**src/rtl/uart_rx_pkg.sv**
```systemverilog
// Shared types for the parameterised UART receiver: FSM state encoding and
// parity-mode constants used by the PARITY parameter.
package uart_rx_pkg;

    typedef enum logic [2:0] {
        ST_IDLE  = 3'd0,
        ST_START = 3'd1,
        ST_DATA  = 3'd2,
        ST_PAR   = 3'd3,
        ST_STOP  = 3'd4,
        ST_BRK   = 3'd5
    } uart_state_e;

    localparam int PAR_NONE = 0;
    localparam int PAR_ODD  = 1;
    localparam int PAR_EVEN = 2;

endpackage

```
**src/rtl/uart_rx_sync.sv**
```systemverilog
// Two-flop synchroniser for the asynchronous serial line; resets to the
// idle-high level so a reset never looks like a start bit.
module uart_rx_sync (
    input  logic clk,
    input  logic rst,
    input  logic d,
    output logic q
);

    logic meta;

    always_ff @(posedge clk or negedge rst) begin
        if (!rst) begin
            meta <= 1'b1;
            q    <= 1'b1;
        end else begin
            meta <= d;
            q    <= meta;
        end
    end

endmodule

```
**src/rtl/uart_rx_param.sv**
```systemverilog
// Parameterised UART receiver with a one-word valid/ready output holding register.
// Parity checking is built only when UART_RX_PARAM_PARITY_EN is defined.
module uart_rx_param
    import uart_rx_pkg::*;
#(
    parameter int CLKS_PER_BIT = 100,
    parameter int DATA_BITS    = 8,
    parameter int PARITY       = 0,
    parameter int STOP_BITS    = 1
) (
    input  logic                 clk,
    input  logic                 rst,
    input  logic                 in__rx,
    input  logic                 in__ready,
    output logic [DATA_BITS-1:0] out__data,
    output logic                 out__valid,
    output logic                 out__ferr,
    output logic                 out__perr,
    output logic                 out__ovr,
    output uart_state_e          dbg_state
);

    localparam int CW = $clog2(CLKS_PER_BIT);
    localparam int BW = $clog2(DATA_BITS);
    localparam logic [CW-1:0] CNT_LAST  = CW'(CLKS_PER_BIT - 1);
    localparam logic [CW-1:0] CNT_HALF  = CW'(CLKS_PER_BIT / 2 - 1);
    localparam logic [BW-1:0] BIT_LAST  = BW'(DATA_BITS - 1);
    localparam logic          STOP_LAST = 1'(STOP_BITS - 1);

`ifdef UART_RX_PARAM_PARITY_EN
    localparam logic PAR_ON       = (PARITY != PAR_NONE);
    localparam logic PAR_ODD_MODE = (PARITY == PAR_ODD);
    logic par_err;
    logic done_perr;
`endif

    uart_state_e          state;
    logic                 rx_s;
    logic [CW-1:0]        cnt;
    logic [BW-1:0]        bit_idx;
    logic                 stop_idx;
    logic [DATA_BITS-1:0] shreg;
    logic                 ferr_acc;
    logic                 done;
    logic [DATA_BITS-1:0] done_data;
    logic                 done_ferr;

    uart_rx_sync u_sync (
        .clk (clk),
        .rst (rst),
        .d   (in__rx),
        .q   (rx_s)
    );

    assign dbg_state = state;

    // Frame FSM: every sample is taken at a bit centre; done pulses for one
    // cycle with the finished frame staged in done_* for the output register.
    always_ff @(posedge clk or negedge rst) begin
        if (!rst) begin
            state     <= ST_IDLE;
            cnt       <= '0;
            bit_idx   <= '0;
            stop_idx  <= 1'b0;
            shreg     <= '0;
            ferr_acc  <= 1'b0;
            done      <= 1'b0;
            done_data <= '0;
            done_ferr <= 1'b0;
`ifdef UART_RX_PARAM_PARITY_EN
            par_err   <= 1'b0;
            done_perr <= 1'b0;
`endif
        end else begin
            done <= 1'b0;
            case (state)
                ST_IDLE: begin
                    cnt <= '0;
                    if (!rx_s) state <= ST_START;
                end
                ST_START: begin
                    if (cnt == CNT_HALF) begin
                        cnt     <= '0;
                        bit_idx <= '0;
                        state   <= rx_s ? ST_IDLE : ST_DATA;
                    end else begin
                        cnt <= cnt + 1'b1;
                    end
                end
                ST_DATA: begin
                    if (cnt == CNT_LAST) begin
                        cnt     <= '0;
                        shreg   <= {rx_s, shreg[DATA_BITS-1:1]};
                        bit_idx <= bit_idx + 1'b1;
                        if (bit_idx == BIT_LAST) begin
                            stop_idx <= 1'b0;
                            ferr_acc <= 1'b0;
`ifdef UART_RX_PARAM_PARITY_EN
                            state    <= PAR_ON ? ST_PAR : ST_STOP;
`else
                            state    <= ST_STOP;
`endif
                        end
                    end else begin
                        cnt <= cnt + 1'b1;
                    end
                end
`ifdef UART_RX_PARAM_PARITY_EN
                ST_PAR: begin
                    if (cnt == CNT_LAST) begin
                        cnt     <= '0;
                        par_err <= ((^shreg) ^ rx_s) != PAR_ODD_MODE;
                        state   <= ST_STOP;
                    end else begin
                        cnt <= cnt + 1'b1;
                    end
                end
`endif
                ST_STOP: begin
                    if (cnt == CNT_LAST) begin
                        cnt <= '0;
                        if (stop_idx == STOP_LAST) begin
                            done      <= 1'b1;
                            done_data <= shreg;
                            done_ferr <= ferr_acc | ~rx_s;
`ifdef UART_RX_PARAM_PARITY_EN
                            done_perr <= par_err;
`endif
                            state     <= rx_s ? ST_IDLE : ST_BRK;
                        end else begin
                            stop_idx <= stop_idx + 1'b1;
                            ferr_acc <= ferr_acc | ~rx_s;
                        end
                    end else begin
                        cnt <= cnt + 1'b1;
                    end
                end
                ST_BRK: begin
                    if (rx_s) state <= ST_IDLE;
                end
                default: state <= ST_IDLE;
            endcase
        end
    end

    // Handshake: out__valid holds data/flags stable until a cycle with
    // in__ready high (the transfer). A frame finishing while a word is held
    // and not transferring that cycle is dropped and sets out__ovr, which
    // clears on the next transfer.
    always_ff @(posedge clk or negedge rst) begin
        if (!rst) begin
            out__data  <= '0;
            out__valid <= 1'b0;
            out__ferr  <= 1'b0;
            out__ovr   <= 1'b0;
`ifdef UART_RX_PARAM_PARITY_EN
            out__perr  <= 1'b0;
`endif
        end else begin
            if (out__valid && in__ready) begin
                out__valid <= 1'b0;
                out__ovr   <= 1'b0;
            end
            if (done) begin
                if (!out__valid || in__ready) begin
                    out__valid <= 1'b1;
                    out__data  <= done_data;
                    out__ferr  <= done_ferr;
`ifdef UART_RX_PARAM_PARITY_EN
                    out__perr  <= done_perr;
`endif
                end else begin
                    out__ovr <= 1'b1;
                end
            end
        end
    end

`ifndef UART_RX_PARAM_PARITY_EN
    assign out__perr = 1'b0;
`endif

endmodule

```
**config.mk**
```make
export PLATFORM = sky130hd
export DESIGN_NAME = uart_rx_param
export DESIGN_NICKNAME = d
export VERILOG_FILES = /design/src/rtl/uart_rx_pkg.sv /design/src/rtl/uart_rx_sync.sv /design/src/rtl/uart_rx_param.sv
export SDC_FILE = /design/constraint.sdc
export NUM_CORES = 1
export LEC_CHECK = 0
export BUFFER_PORTS_ARGS = -buffer_cell sky130_fd_sc_hd__buf_2
export CORE_AREA = 2 2 60 62
export CTS_CLUSTER_DIAMETER = 30
export DETAILED_ROUTE_END_ITERATION = 6
export DIE_AREA = 0 0 62 64
export PLACE_DENSITY_LB_ADDON = 0.12
export SYNTH_ARGS = -nofsm -noshare
export SYNTH_HDL_FRONTEND = slang
export SYNTH_HIERARCHICAL = 1
export SYNTH_SLANG_ARGS = --single-unit
```
**constraint.sdc**
```tcl
create_clock -name clk -period 4.3 [get_ports clk]
set_input_delay 0.645 -clock clk [delete_from_list [all_inputs] [get_ports clk]]
set_output_delay 0.645 -clock clk [all_outputs]
set_load 0.05 [all_outputs]
```
**Word-level counts from Yosys, hierarchy flattened**

Index checks and enable logic that the tools add are counted.

- Register bits after elaboration: 46
- Output and inout port bits: 15
- Word-level logic and storage cells: 84

- Add/sub/neg operators: 3
- Equality and inequality tests: 15
- Muxes and demuxes: 33
- Bitwise logic cells: 3
- Reductions and logical operators: 15

Operators with widths:

| kind | count |
|---|---|
| $mux 3 | 10 |
| $pmux 7 s3 | 1 |
| $mux 1 | 15 |
| $pmux 3 s5 | 1 |
| $mux 7 | 2 |
| $ne 2x2->1 const B | 7 |
| $eq 3x3->1 const B | 3 |
| $add 7x1->7 const B | 1 |
| $eq 7x6->1 const B | 1 |
| $eq 7x7->1 const B | 1 |
| $reduce_and 7->1 | 1 |
| $pmux 3 s2 | 1 |
| $reduce_and 3->1 | 2 |
| $reduce_and 5->1 | 1 |
| $pmux 1 s2 | 2 |
| $reduce_and 2->1 | 2 |
| $reduce_and 4->1 | 1 |
| $reduce_bool 2->1 | 2 |
| $add 3x1->3 const B | 1 |
| $eq 3x1->1 const B | 1 |
| $eq 3x2->1 const B | 1 |
| $logic_not 3->1 | 1 |
| $reduce_bool 3->1 | 1 |
| $mux 2 | 1 |
| other kinds (8) | 9 |

**Longest topological paths before layout**

- Depth after elaboration: 5
- Gate-level depth with buffers: 6
- Gate-level depth less buffers: 6

**Hierarchy**

Netlist, hierarchy kept.

Modules (own cells, without submodules):

| module | times used | cells an instance | area an instance (sq um) | seq. area each (sq um) |
|---|---|---|---|---|
| uart_rx_param | 1 | 148 | 1939.4 | 1076.0 |
| uart_rx_sync | 1 | 2 | 52.6 | 52.6 |

**Worst setup path after synthesis**

Ideal clock, no wire load.

- Path kind: register -> register
- From: register state[1] (netlist: dbg_state[1])
- To: register shreg[1]
- Library setup time: 125 ps
- Arrival: 1969 ps
- Data required time: 4175 ps
- Setup slack: 2207 ps
- Cell stages (with the launch flop): 6
- Period minus slack after synthesis: 2093 ps
- Cell sequence: dfrtp_1 clkbuf_2 or3b_2 nor2_4 buf_6 mux2_2

- Longest elaborated chain between the ends: 2

Ends and longest elaborated chain:

| item | line | text |
|---|---|---|
| start, declared | uart_rx_param.sv:37 | `uart_state_e state;` |
| start signal, assigned | uart_rx_param.sv:85 | `state <= rx_s ? ST_IDLE : ST_DATA;` |
| start signal, assigned | uart_rx_param.sv:129 | `state <= rx_s ? ST_IDLE : ST_BRK;` |
| $eq 3x2->1 | uart_rx_param.sv:76 | `case (state)` |
| $reduce_and 2->1 (no line) | -- |  |
| end signal, assigned | uart_rx_param.sv:93 | `shreg <= {rx_s, shreg[DATA_BITS-1:1]};` |
| end, declared | uart_rx_param.sv:42 | `logic [DATA_BITS-1:0] shreg;` |

No other way between the ends.
A chain may end at the register's enable or synchronous reset.

**Worst setup path after layout**

- From: register cnt[0]
- To: register done_data[6]

- Longest elaborated chain between the ends: 2

Ends and longest elaborated chain:

| item | line | text |
|---|---|---|
| start, declared | uart_rx_param.sv:39 | `logic [CW-1:0] cnt;` |
| start signal, assigned | uart_rx_param.sv:87 | `cnt <= cnt + 1'b1;` |
| start signal, assigned | uart_rx_param.sv:105 | `cnt <= cnt + 1'b1;` |
| start signal, assigned | uart_rx_param.sv:135 | `cnt <= cnt + 1'b1;` |
| $eq 7x7->1 | uart_rx_param.sv:120 | `if (cnt == CNT_LAST) begin` |
| $reduce_and 3->1 (no line) | -- |  |
| end signal, assigned | uart_rx_param.sv:124 | `done_data <= shreg;` |
| end, declared | uart_rx_param.sv:45 | `logic [DATA_BITS-1:0] done_data;` |

No other way between the ends.

==> results.md <==
* Fraction of the cycle the final worst path needs at between 40% and 50%
* Destination of the worst register-to-register timing path: done_data[6]
* Largest net degree at the start of global routing at between 40 and 50
* Tot GR Track Use at 19.0%
* Die Span Y at around 64 µm
* Synthesized netlist cell count at 150
* Setup repair after global routing missed its margin: no
* Category of the worst setup path launch point: flip-flop
* Antenna violations before repair at 0
* Max Clock Freq at approximately 510 MHz
* Net count reported at finish at 177
* DIE AREA at about 4000 µm²
* Worst flop-to-flop path startpoint: cnt[0]
* Starting utilization of the core area at 60.6%
* Post CTS Setup Buffer Count at 0
* Detail-routed via count per cell at between 5 and 6
* Least-Margin Pin Slew at 0.934 ns
* Final max-slew violation count at 0
* Share of final-layout standard cells stronger than drive strength 1 at between 30% and 40%
* Share of synthesized area occupied by flip-flops and latches at 56.7%
* RD Place Congestion at between 0.7 and 0.8
* Register-to-Register Path Depth at 5
* Kind of capture point of the worst setup path: flip-flop
* Yosys Warn Count at 6
* R2R setup slack at 2.34 ns
* Number of core rows at 21
* Syn nets at approximately 160
* Total core area at about 3300 µm²
* Start point of the worst min-delay path: in__rx
* Tmin final at 1.96 ns
* DRC violation count after routing at 0
* Deepest level of the CTS H-tree at 2
* Kind of path behind the tightest hold check: input pin to flip-flop
* Post-cts repair resize count at 0
* Total of hold buffers inserted after clock tree synthesis at 0
* Skew-Pair Late Insertion Delay at around 0.37 ns
* Total vias in the final route at between 1000 and 1500
* First-pass iteration count of the detailed router at 4
* Worst min-delay path endpoint: u_sync/meta
* WL/cell at roughly 15 µm
* Clock-pin slew of the registers on the worst-case setup and hold paths at 0.13 ns
* Wire length of the first global-routing pass at approximately 5400 µm
* Required time reported for the critical path endpoint at roughly 4.6 ns
* Pwr Density at between 200 and 300 nW/µm²
* Total congestion overflow after global routing at 0
* Fraction of registers with async set/reset at between 90% and 100%
* Layout overhead on the synthesized area at 8.29%
* Maximum clock path buffer count at 2
* Wire length on met3 at between 100 and 150 µm
* # diodes at 0
* HPWL after DPL at about 2300 µm
* Number of enable flip-flop cells after synthesis at 0
* Flip-flop cell with the highest count after synthesis: dfrtp_1
* Max_slew headroom at 37.8%
* Peak fanout along the critical path at 9
* Result of the run: finished clean
* Seq cells post-synth at 45
* Most used cells in the layout excluding fill and tap cells: dfrtp_1, mux2_2, buf_2
* Final total negative setup slack at 0 ns
* Leakage power at between 0.001 and 0.0015 µW
* Utilization of the core after routing at between 60% and 70%
* Number of buffers added by the clock tree synthesis step at 5
* Total length of routed met2 wires at ~1500 µm
* Count of filler cells inserted in the layout at 250
* Number of different library cells in the post-synthesis netlist at 39
* Met1 wire length at roughly 1500 µm
* Endpoint arrival time on the critical path at 2.22 ns
* Total of buffers placed on input and output ports at 17
* Vias in the first global route at around 1200
* Max-Cap Viols at 0
* Most common library cell in the layout ignoring fill and taps: dfrtp_1
* Total Routed Length at around 3200 µm
* Count of endpoints failing setup in the final report at 0
* Count of boundary I/O pins at 19
* Avg Cell Area, Syn at between 10 and 15 µm²
* Maximum vdd ir drop at roughly 0.00021 V
* Post-synthesis instance area at 1990 µm²
* Clock net sink count at 45
* Clock tree from TritonCTS: yes
* Setup CP Type: flip-flop to flip-flop
* Final number of hold-violating endpoints at 0
* Worst Hold Depth at 1
* DIE WIDTH at approximately 62 µm
* Overall Power at between 600 and 700 µW
* Clock Tree Root: clkbuf_4
* Iteration-0 DRC Markers at 27
* Top layer reached by signal wires: met4
* Antenna Nets Post-Route at 0
* Clock Skews at between 0.015 and 0.02 ns
-- Yosys cell counts (2+ instances only) --
library cell	number	area [µm²]
mux2_2	18	203
nor2_1	3	11.3
o21ai_0	6	30.0
nor3_1	2	10.0
buf_6	2	22.5
dfstp_2	2	52.6
nand3_1	5	25.0
mux2_4	9	135
nor2b_1	2	12.5
ha_1	4	50.1
nand2_1	13	48.8
a21boi_0	2	15.0
nand2b_1	4	25.0
a21oi_1	5	25.0
and3b_1	2	17.5
o22ai_1	2	12.5
dfrtp_1	43	1080
o211ai_1	3	22.5
a22o_1	2	17.5
inv_1	2	7.51
-- per-stage QoR --
step | worst slack, ns | std cells | area [µm²] | hold WS, ns
6_report | 2.34 | 216 | 2160 | 0.358
5_1_grt | 2.17 | 216 | 2160 | 0.329
4_1_cts | 2.32 | 216 | 2160 | 0.344
3_5_place_dp | 2.33 | 208 | 2090 | 0.353
3_3_place_gp | 2.40 | 208 | 2090 | 0.347
2_1_floorplan | 2.21 | 150 | 1990 | 0.345
-- flip-flops by register name, indices dropped and copies added (netlist names) --
register	cells
out__valid	1
done_ferr	1
bit_idx	3
cnt	7
done_data	8
out__ferr	1
done	1
out__data	8
out__ovr	1
u_sync/q	1
dbg_state	3
ferr_acc	1
shreg	8
u_sync/meta	1
-- routing by layer --
metal  vias to the layer above  global-route usage, %
li1                        571                      -
met1                       612                   24.5
met2                        28                   29.2
met3                         7                   6.68
met4                         0                   7.18
met5                         -                      0
-- cell type report --
class | count | area (µm²) | share of cell area (%)
clock inverter | 3 | 25.0 | 1.16
multi-input combinational | 98 | 816 | 37.8
inverter | 2 | 7.51 | 0.348
tap | 46 | 57.6 | 2.67
clock buffer | 5 | 37.5 | 1.74
timing repair buffer | 17 | 85.1 | 3.94
sequential | 45 | 1130 | 52.3
-- kinds of logic (layout without fill, tap and decap cells) --
logic type                 Yosys count  count (layout)  share of synthesized area [%]
DFF                                 45              45                           56.7
and+or+nand+nor                     39              39                           11.4
muxes                               27              27                           17.0
AOI/OAI and AO/OA                   25              25                           8.92
buffers and inverters                7              27                           2.39
adders and majority gates            5               5                           3.02
other                                1               1                          0.188
xor gates and xnor gates             1               1                          0.440
-- worst max-delay path by stage --
stage | start | endpoint | slack [ns] | cells after the start
2_1_floorplan | dbg_state[1] | shreg[1] | 2.21 | 5
3_3_place_gp | cnt[0] | done_data[0] | 2.40 | 5
3_5_place_dp | cnt[0] | done_data[2] | 2.33 | 5
4_1_cts | cnt[0] | done_data[6] | 2.32 | 5
5_1_grt | cnt[0] | cnt[0] | 2.17 | 5
6_report | cnt[0] | done_data[6] | 2.34 | 5
-- where the power goes --
part / total, µW / switching (µW) / internal (µW)
Clock: 209 / 142 / 66.7
Sequential: 426 / 0.852 / 425
Combinational: 11.5 / 9.94 / 1.58
-- critical path: stages (launching register included) --
cell and delay (ns):
dfrtp_1 0.44, ha_1 0.25, and3b_1 0.23, nand2_4 0.12
or2_1 0.47, mux2_4 0.35
Note: power is estimated with default switching activity, not from simulation.
